## src/rtl/nes_pad_reader.sv

```systemverilog
// Polls one NES controller over its latch/pulse/data serial link and holds the
// last complete frame as an active-high 8-bit button word.
module nes_pad_reader #(
  parameter int HALF_CYCLES = 300,
  parameter int POLL_CYCLES = 833333
) (
  input  logic       clk,
  input  logic       reset,
  input  logic       nes_data,
  output logic       nes_latch,
  output logic       nes_pulse,
  output logic [7:0] buttons,
  output logic       buttons_valid
);

  localparam int PW = $clog2(POLL_CYCLES + 1);
  localparam int HW = $clog2(2 * HALF_CYCLES + 1);

  typedef enum logic [2:0] {IDLE, LATCH, PULSE_HI, PULSE_LO, DONE} state_t;

  state_t          state, state_nxt;
  logic [PW-1:0]   poll_cnt;
  logic [HW-1:0]   ph, ph_nxt;
  logic [3:0]      idx, idx_nxt;
  logic [7:0]      sr, sr_nxt;
  logic            sync1, sync2;
  logic            poll_tick, phase_end;

  assign poll_tick = (poll_cnt == PW'(POLL_CYCLES - 1));
  // The latch phase spans two half periods; every other phase spans one.
  assign phase_end = (state == LATCH) ? (ph == HW'(2 * HALF_CYCLES - 1))
                                      : (ph == HW'(HALF_CYCLES - 1));

  always_ff @(posedge clk or negedge reset) begin
    if (!reset) begin
      sync1    <= 1'b1;
      sync2    <= 1'b1;
      poll_cnt <= '0;
    end else begin
      sync1    <= nes_data;
      sync2    <= sync1;
      poll_cnt <= poll_tick ? '0 : poll_cnt + 1'b1;
    end
  end

  always_ff @(posedge clk or negedge reset) begin
    if (!reset) begin
      state <= IDLE;
      ph    <= '0;
      idx   <= '0;
      sr    <= 8'hFF;
    end else begin
      state <= state_nxt;
      ph    <= ph_nxt;
      idx   <= idx_nxt;
      sr    <= sr_nxt;
    end
  end

  always_comb begin
    state_nxt = state;
    ph_nxt    = ph + 1'b1;
    idx_nxt   = idx;
    sr_nxt    = sr;
    case (state)
      IDLE: begin
        ph_nxt = '0;
        if (poll_tick) state_nxt = LATCH;
      end
      LATCH: if (phase_end) begin
        sr_nxt[0] = ~sync2;
        idx_nxt   = 4'd1;
        ph_nxt    = '0;
        state_nxt = PULSE_HI;
      end
      PULSE_HI: if (phase_end) begin
        ph_nxt    = '0;
        state_nxt = PULSE_LO;
      end
      PULSE_LO: if (phase_end) begin
        ph_nxt = '0;
        // The eighth pulse only shifts the pad past bit 7; its data is dropped.
        if (idx <= 4'd7) sr_nxt[idx[2:0]] = ~sync2;
        if (idx == 4'd8) begin
          state_nxt = DONE;
        end else begin
          idx_nxt   = idx + 4'd1;
          state_nxt = PULSE_HI;
        end
      end
      DONE: begin
        ph_nxt    = '0;
        state_nxt = IDLE;
      end
      default: begin
        ph_nxt    = '0;
        state_nxt = IDLE;
      end
    endcase
  end

  // Outputs register the next state so they line up with the state register.
  always_ff @(posedge clk or negedge reset) begin
    if (!reset) begin
      nes_latch     <= 1'b0;
      nes_pulse     <= 1'b0;
      buttons       <= 8'h00;
      buttons_valid <= 1'b0;
    end else begin
      nes_latch     <= (state_nxt == LATCH);
      nes_pulse     <= (state_nxt == PULSE_HI);
      buttons_valid <= (state_nxt == DONE);
      if (state_nxt == DONE) buttons <= sr_nxt;
    end
  end

endmodule

```

## config.mk

```make
export PLATFORM = sky130hd
export DESIGN_NAME = nes_pad_reader
export DESIGN_NICKNAME = d
export VERILOG_FILES = /design/src/rtl/nes_pad_reader.sv
export SDC_FILE = /design/constraint.sdc
export NUM_CORES = 1
export LEC_CHECK = 0
export ABC_AREA = 1
export CORE_UTILIZATION = 46
export DETAILED_ROUTE_END_ITERATION = 10
export GPL_ROUTABILITY_DRIVEN = 0
export SLEW_MARGIN = 20
export SYNTH_ARGS = -nofsm -noshare
export SYNTH_HDL_FRONTEND = slang
export SYNTH_SLANG_ARGS = --single-unit
export TNS_END_PERCENT = 20
```

## constraint.sdc

```tcl
create_clock -name clk -period 2.64 [get_ports clk]
set_input_delay 0.792 -clock clk [delete_from_list [all_inputs] [get_ports clk]]
set_output_delay 0.792 -clock clk [all_outputs]
set_load 0.01 [all_outputs]
```

==> results of run 1 <==
logic make-up after synthesis:
family	Yosys count	synth area share
compound gates	25	0.04689
xor+xnor	22	0.06068
fa+ha+maj	5	0.01970
buf+inv	70	0.08629
flops	58	0.4610
simple gates	229	0.3255
cell type report:
cell class / count / area (um2) / share of cell area
Sequential cell: 58 / 1464 / 0.4072
Multi-Input combinational cell: 281 / 1438 / 0.3999
Inverter: 66 / 247.7 / 0.06892
Timing Repair Buffer: 14 / 145.1 / 0.04038
Clock buffer: 10 / 137.6 / 0.03829
Tap cell: 77 / 96.34 / 0.02680
Clock inverter: 6 / 66.31 / 0.01845
synth_stat cells, types with 3 or more instances:
cell type  instances
nor3_1            16
nand4_1           14
ha_1               5
xor2_1            20
o21ai_0           12
dfrtp_1           48
nand3_1           32
inv_2              5
a21oi_1            5
nand2_1           97
nor4_1             3
inv_1             61
nor2_1            53
nand2_2            3
dfstp_2           10
per-layer routing:
layer	wire (um)	up-vias
met5	0	-
met1	3381	1162
li1	-	1340
met4	91	0
met2	2870	34
met3	151	8
where the power goes:
group	leakage, nW	internal, mW	switching, mW
Sequential	0.760	0.892	0.00201
Combinational	0.898	0.00493	0.0178
Clock	0.0945	0.461	0.370
Total	1.75	1.36	0.390
layout by cell type (no fill, tap or decap), types with 2 or more instances in the layout:
| cell type | instances |
|---|---|
| clkbuf_8 | 10 |
| o21ai_2 | 2 |
| nor2_2 | 2 |
| nand4_1 | 14 |
| xor2_1 | 20 |
| ha_1 | 5 |
| clkdlybuf4s50_1 | 12 |
| nand3_1 | 32 |
| o21ai_0 | 12 |
| dfstp_2 | 10 |
| dfrtp_1 | 48 |
| nor4_1 | 3 |
| nor2_4 | 2 |
| nand2_1 | 97 |
| nand2_2 | 3 |
| inv_2 | 5 |
| clkinvlp_4 | 3 |
| xnor2_1 | 2 |
| nor3_1 | 16 |
| o21ai_1 | 2 |
| a21oi_1 | 5 |
| inv_1 | 61 |
| nor2_1 | 53 |
registers in the layout, summed over array words and instances, names as in the netlist:
signal / count
poll_cnt: 20
ph: 10
buttons: 8
sr: 8
idx: 4
state: 3
buttons_valid: 1
nes_latch: 1
nes_pulse: 1
sync1: 1
sync2: 1
worst max-delay path by stage:
stage	end	cells after the start	from
5_1_grt	buttons[2]	9	ph[8]
3_5_place_dp	buttons[4]	9	state[0]
4_1_cts	buttons[2]	1	buttons[2]
3_3_place_gp	buttons[4]	8	state[2]
6_report	buttons[3]	1	buttons[3]
2_1_floorplan	buttons[4]	9	state[2]
stage by stage:
| stage | cell area [um2] | worst slack [ps] | hold WS (ps) | total power [mW] | utilization |
|---|---|---|---|---|---|
| 6_report | 3595 | 612.4 | 355.4 | 1.748 | 0.5535 |
| 5_1_grt | 3595 | 481.8 | 366.0 | 1.814 | 0.5535 |
| 4_1_cts | 3595 | 587.6 | 356.8 | 1.776 | 0.5535 |
| 3_5_place_dp | 3391 | 707.4 | 347.0 | 0.9346 | 0.5221 |
| 3_3_place_gp | 3391 | 755.4 | 345.4 | 0.9340 | 0.5221 |
| 2_1_floorplan | 3176 | 1105 | 345.2 | 0.9100 | - |
==> metrics, run 1 <==
status=finished clean; GR Layer Usage met1=0.2915; Core ar.=0.006495 mm2; CTS max path bufs=2; detailed-placement wirelength estimate=4709 um; largest net degree at the start of global routing=35; count of input and output buffers=13; hold_sp=sync1; busiest grt layer=met2; max-slew violation count=0; # clock sinks=58; gr ovfl total=0; VDD IR-drop max=0.3017 mV; die width=85.09 um; Synth-to-Final Area Change=13.20%; reg-to-reg endpoint=buttons[5]; Inserted Diodes=0; fmax=0.4932 GHz; final setup fails=0; main flop type after synthesis=dfrtp_1; Slew Limit Headroom=0.6053; synth top area cells=dfrtp_1 38%, nand2_1 11%, dfstp_2 8.3%, inv_1 7.2%, nor2_1 6.3%; top cell type's share of synthesized area=0.3783; RSZ-0062 raised after global routing=no; Worst setup EP type=primary output; CTS root buffer=clkbuf_8; Setup Buffers After CTS=0; Yosys top cell by area=dfrtp_1; post-cts gate resize count=0; post-route insts no fill=512; Iteration-0 DRC Markers=110; DIE AREA=0.007239 mm2; Post-Route WL=6494 um; setup TNS=0 ps; Net Count, Synth=417; Least-Margin Pin Slew=592.1 ps; fin crit share=0.7680; post-synth cell types=34; MaxCap Viol Count=0; Fin. Hold Viols=0; slowest CP cell=clkdlybuf4s50_1; register bit total from synthesis=58; register area share after synthesis=0.4610; crit path max fanout=2; Power Dens Cells=486.1 mW/mm2; Worst Hold End=sync2; H-tree level count=3; R2R depth=8; I/O pin cnt=14; WL per Instance=12.68 um; Buffers & Inverters on Critical Path=1; Clock Latency Late Sink=340 ps; FF-to-FF setup slack=740 ps; overall routing resource usage=0.2037; worst hold path cell count=0; global-route wire length before repair=11470 um; TritonRoute pass-1 iters=4; CTS tree=built; CP required=1850 ps; Nets=438; Filler cells=617; P_leak=1.752 nW; Post-synth ARST share=1.000; CP delay by family, top=buffers and inverters; cell count after placement=496; initial antenna violation count=0; Mapped Cells=409; Crit path arrival time=1240 ps; Hold Crit Class=flip-flop to flip-flop; clock transition at the registers of the reported paths=70 ps; clk_skew=7.940 ps; DRC Markers=0; initial core utilization=0.4889; Vias/cell=4.969; CP cell instances=clkdlybuf4s50_1; share of cells above drive strength 1=0.1080; post-route ant nets=0; critical path launch point type=flip-flop; Setup Crit Path Kind=flip-flop to primary output; number of cell rows=29; Syn Area/Cell=7.764 um2; Vias=2544; number of synthesized flops with an enable pin=0; vias in the first global route=2492; Worst path max stage delay=540 ps; Global Route met2 Usage=0.2955; Post-CTS Hold Buffers=0; mapped cell area=0.003176 mm2; total CTS buffers=9; die height=85.09 um; GR Util met3=0.03988; Ys Warns=0; Period minus WS final=2028 ps; reg-to-reg startpoint=state[2]
Power figures use the tool's default switching activity.
==> run 2: changes to the inputs <==
Clock period 2.64 ns to 2 ns, I/O delays scaled along.
==> run 2 against run 1 <==
Against the previous run: register-to-register slack worse by 440 ps; utilization increased by 0.71 points; count of clock-buffer cells in the layout did not move; combinational power is 29% higher; final cell count up 0.59%; die area unchanged; via count is 1.3% higher; sequential power increased by 32%; setup slack lost 480 ps; power rose by 39%; critical endpoint is now buttons[6].
==> metrics, run 2 (synthesis gave the netlist of run 1 again) <==
Largest Register=poll_cnt; die width=85.09 um (unchanged); Synth-to-Final Area Change=14.66%; Power Dens Cells=667.5 mW/mm2 (+37%); Crit path arrival time=1270 ps (+30 ps); I/O pin cnt=14 (unchanged); Buffers & Inverters on Critical Path=1 (unchanged); share of cells above drive strength 1=0.1142 (+0.006109); post-route ant nets=0 (unchanged); Clock Latency Late Sink=340 ps (about the same); CP delay by family, top=buffers and inverters; largest net degree at the start of global routing=59 (+69%); Core ar.=0.006495 mm2 (unchanged); detailed-placement wirelength estimate=4764 um (+1.2%); fmax=0.5357 GHz; crit path max fanout=2 (unchanged); RSZ-0062 raised after global routing=no; Final Instance Area=0.003641 mm2 (+1.3%); overall routing resource usage=0.2053 (+0.001546); VDD IR-drop max=0.3724 mV (+23%); number of cell rows=29 (unchanged); final setup fails=0 (unchanged); Nets=441 (+0.68%); commonest non-fill, non-tap cell in the layout=nand2_1; vias in the first global route=2441 (-2.0%); H-tree level count=3 (unchanged); final hold slack=238.5 ps (-116.9 ps); Post-Route WL=6431 um (-0.97%); # clock sinks=58 (unchanged); Period minus WS final=1867 ps; count of input and output buffers=13 (unchanged); CTS root buffer=clkbuf_8; CTS max path bufs=2 (unchanged); WL per Instance=12.49 um (-1.5%); CTS tree=built; die height=85.09 um (unchanged); Setup Crit Path Kind=flip-flop to primary output; Fin. Hold Viols=0 (unchanged); clock transition at the registers of the reported paths=70 ps (about the same); total CTS buffers=9 (unchanged); TritonRoute pass-1 iters=5 (+1); setup TNS=0 ps (unchanged); overall power=2.430 mW (+39%); CP cell instances=clkdlybuf4s50_1; Vias=2576 (+1.3%); Worst setup EP type=primary output; Largest regs=poll_cnt x20, ph x10; CP required=1400 ps (-450 ps); DIE AREA=0.007239 mm2 (unchanged); critical path launch point type=flip-flop; global-route wire length before repair=11470 um (about the same); Post-Route Utilization=0.5606 (+0.007128); slowest CP cell=clkdlybuf4s50_1; gr ovfl total=0 (unchanged); fin crit share=0.9334; max-slew violation count=0 (unchanged); Setup Buffers After CTS=0 (unchanged); post-cts gate resize count=0 (unchanged); most frequent cells in the layout=97 x nand2_1, 61 x inv_1, 53 x nor2_1; FF-to-FF setup slack=300 ps (-440 ps); initial core utilization=0.4889 (unchanged); DRC Markers=0 (unchanged); initial antenna violation count=0 (unchanged); Vias/cell=5.002 (+0.67%); status=finished clean; Largest register FFs=20 (unchanged); Hold Crit Class=input port to async pin; P_leak=1.785 nW (+1.9%); clk_skew=9.544 ps (+1.604 ps); Worst path max stage delay=550 ps (about the same); Post-CTS Hold Buffers=0 (unchanged); MaxCap Viol Count=0 (unchanged); Inserted Diodes=0 (unchanged); Least-Margin Pin Slew=409.3 ps (-182.8 ps); Slew Limit Headroom=0.7246 (+0.1193); DP Area=0.003413 mm2 (+0.66%); Iteration-0 DRC Markers=110 (unchanged)
==> run 2: cell types whose count changed in the layout (fill, tap and decap cells not counted) <==
cell,delta
buf_4,+3
bufinv_16,+1
clkinv_4,+1
clkinvlp_4,-2
==> run 2: final timing paths <==
check | startpoint | end | cells past startpoint
max reg2reg | state[0] | nes_pulse | 10
min in group clk | sync1 | sync2 | 0
max | buttons[6] | buttons[6] | 1
min reg2reg | sync1 | sync2 | 0
max in group asynchronous | reset | sync2 | 2
min | reset | poll_cnt[2] | 2
==> run 2: per-stage QoR <==
step	std cells	worst slack (ps)
finish	515	133.1
detailed placement	499	297.6
global placement	499	282.8
floorplan	409	464.8
CTS	515	113.5
global route	515	62.66
==> run 2: cell type report <==
class,instances,area (um2)
clock buffers,10,137.6
clock inverters,6,90.09
fillers,608,2854
inverters,66,247.7
multi-input cells,281,1438
flip-flops and latches,58,1464
well taps,77,96.34
repair buffers,17,167.7
==> run 2: per-layer routing <==
metal / wire length, um / GRT usage / share of wire
met1: 3261 / 0.2978 / 0.51
met2: 2844 / 0.2984 / 0.44
met3: 220 / 0.04086 / 0.034
met4: 105 / 0.08783 / 0.016
met5: 0 / 0 / 0
==> run 2: where the power goes <==
group	internal (mW)	switching (mW)	total, mW
Combinational	0.00672	0.0228	0.0295
Sequential	1.18	0.00288	1.18
Clock	0.737	0.484	1.22
Total	1.92	0.510	2.43
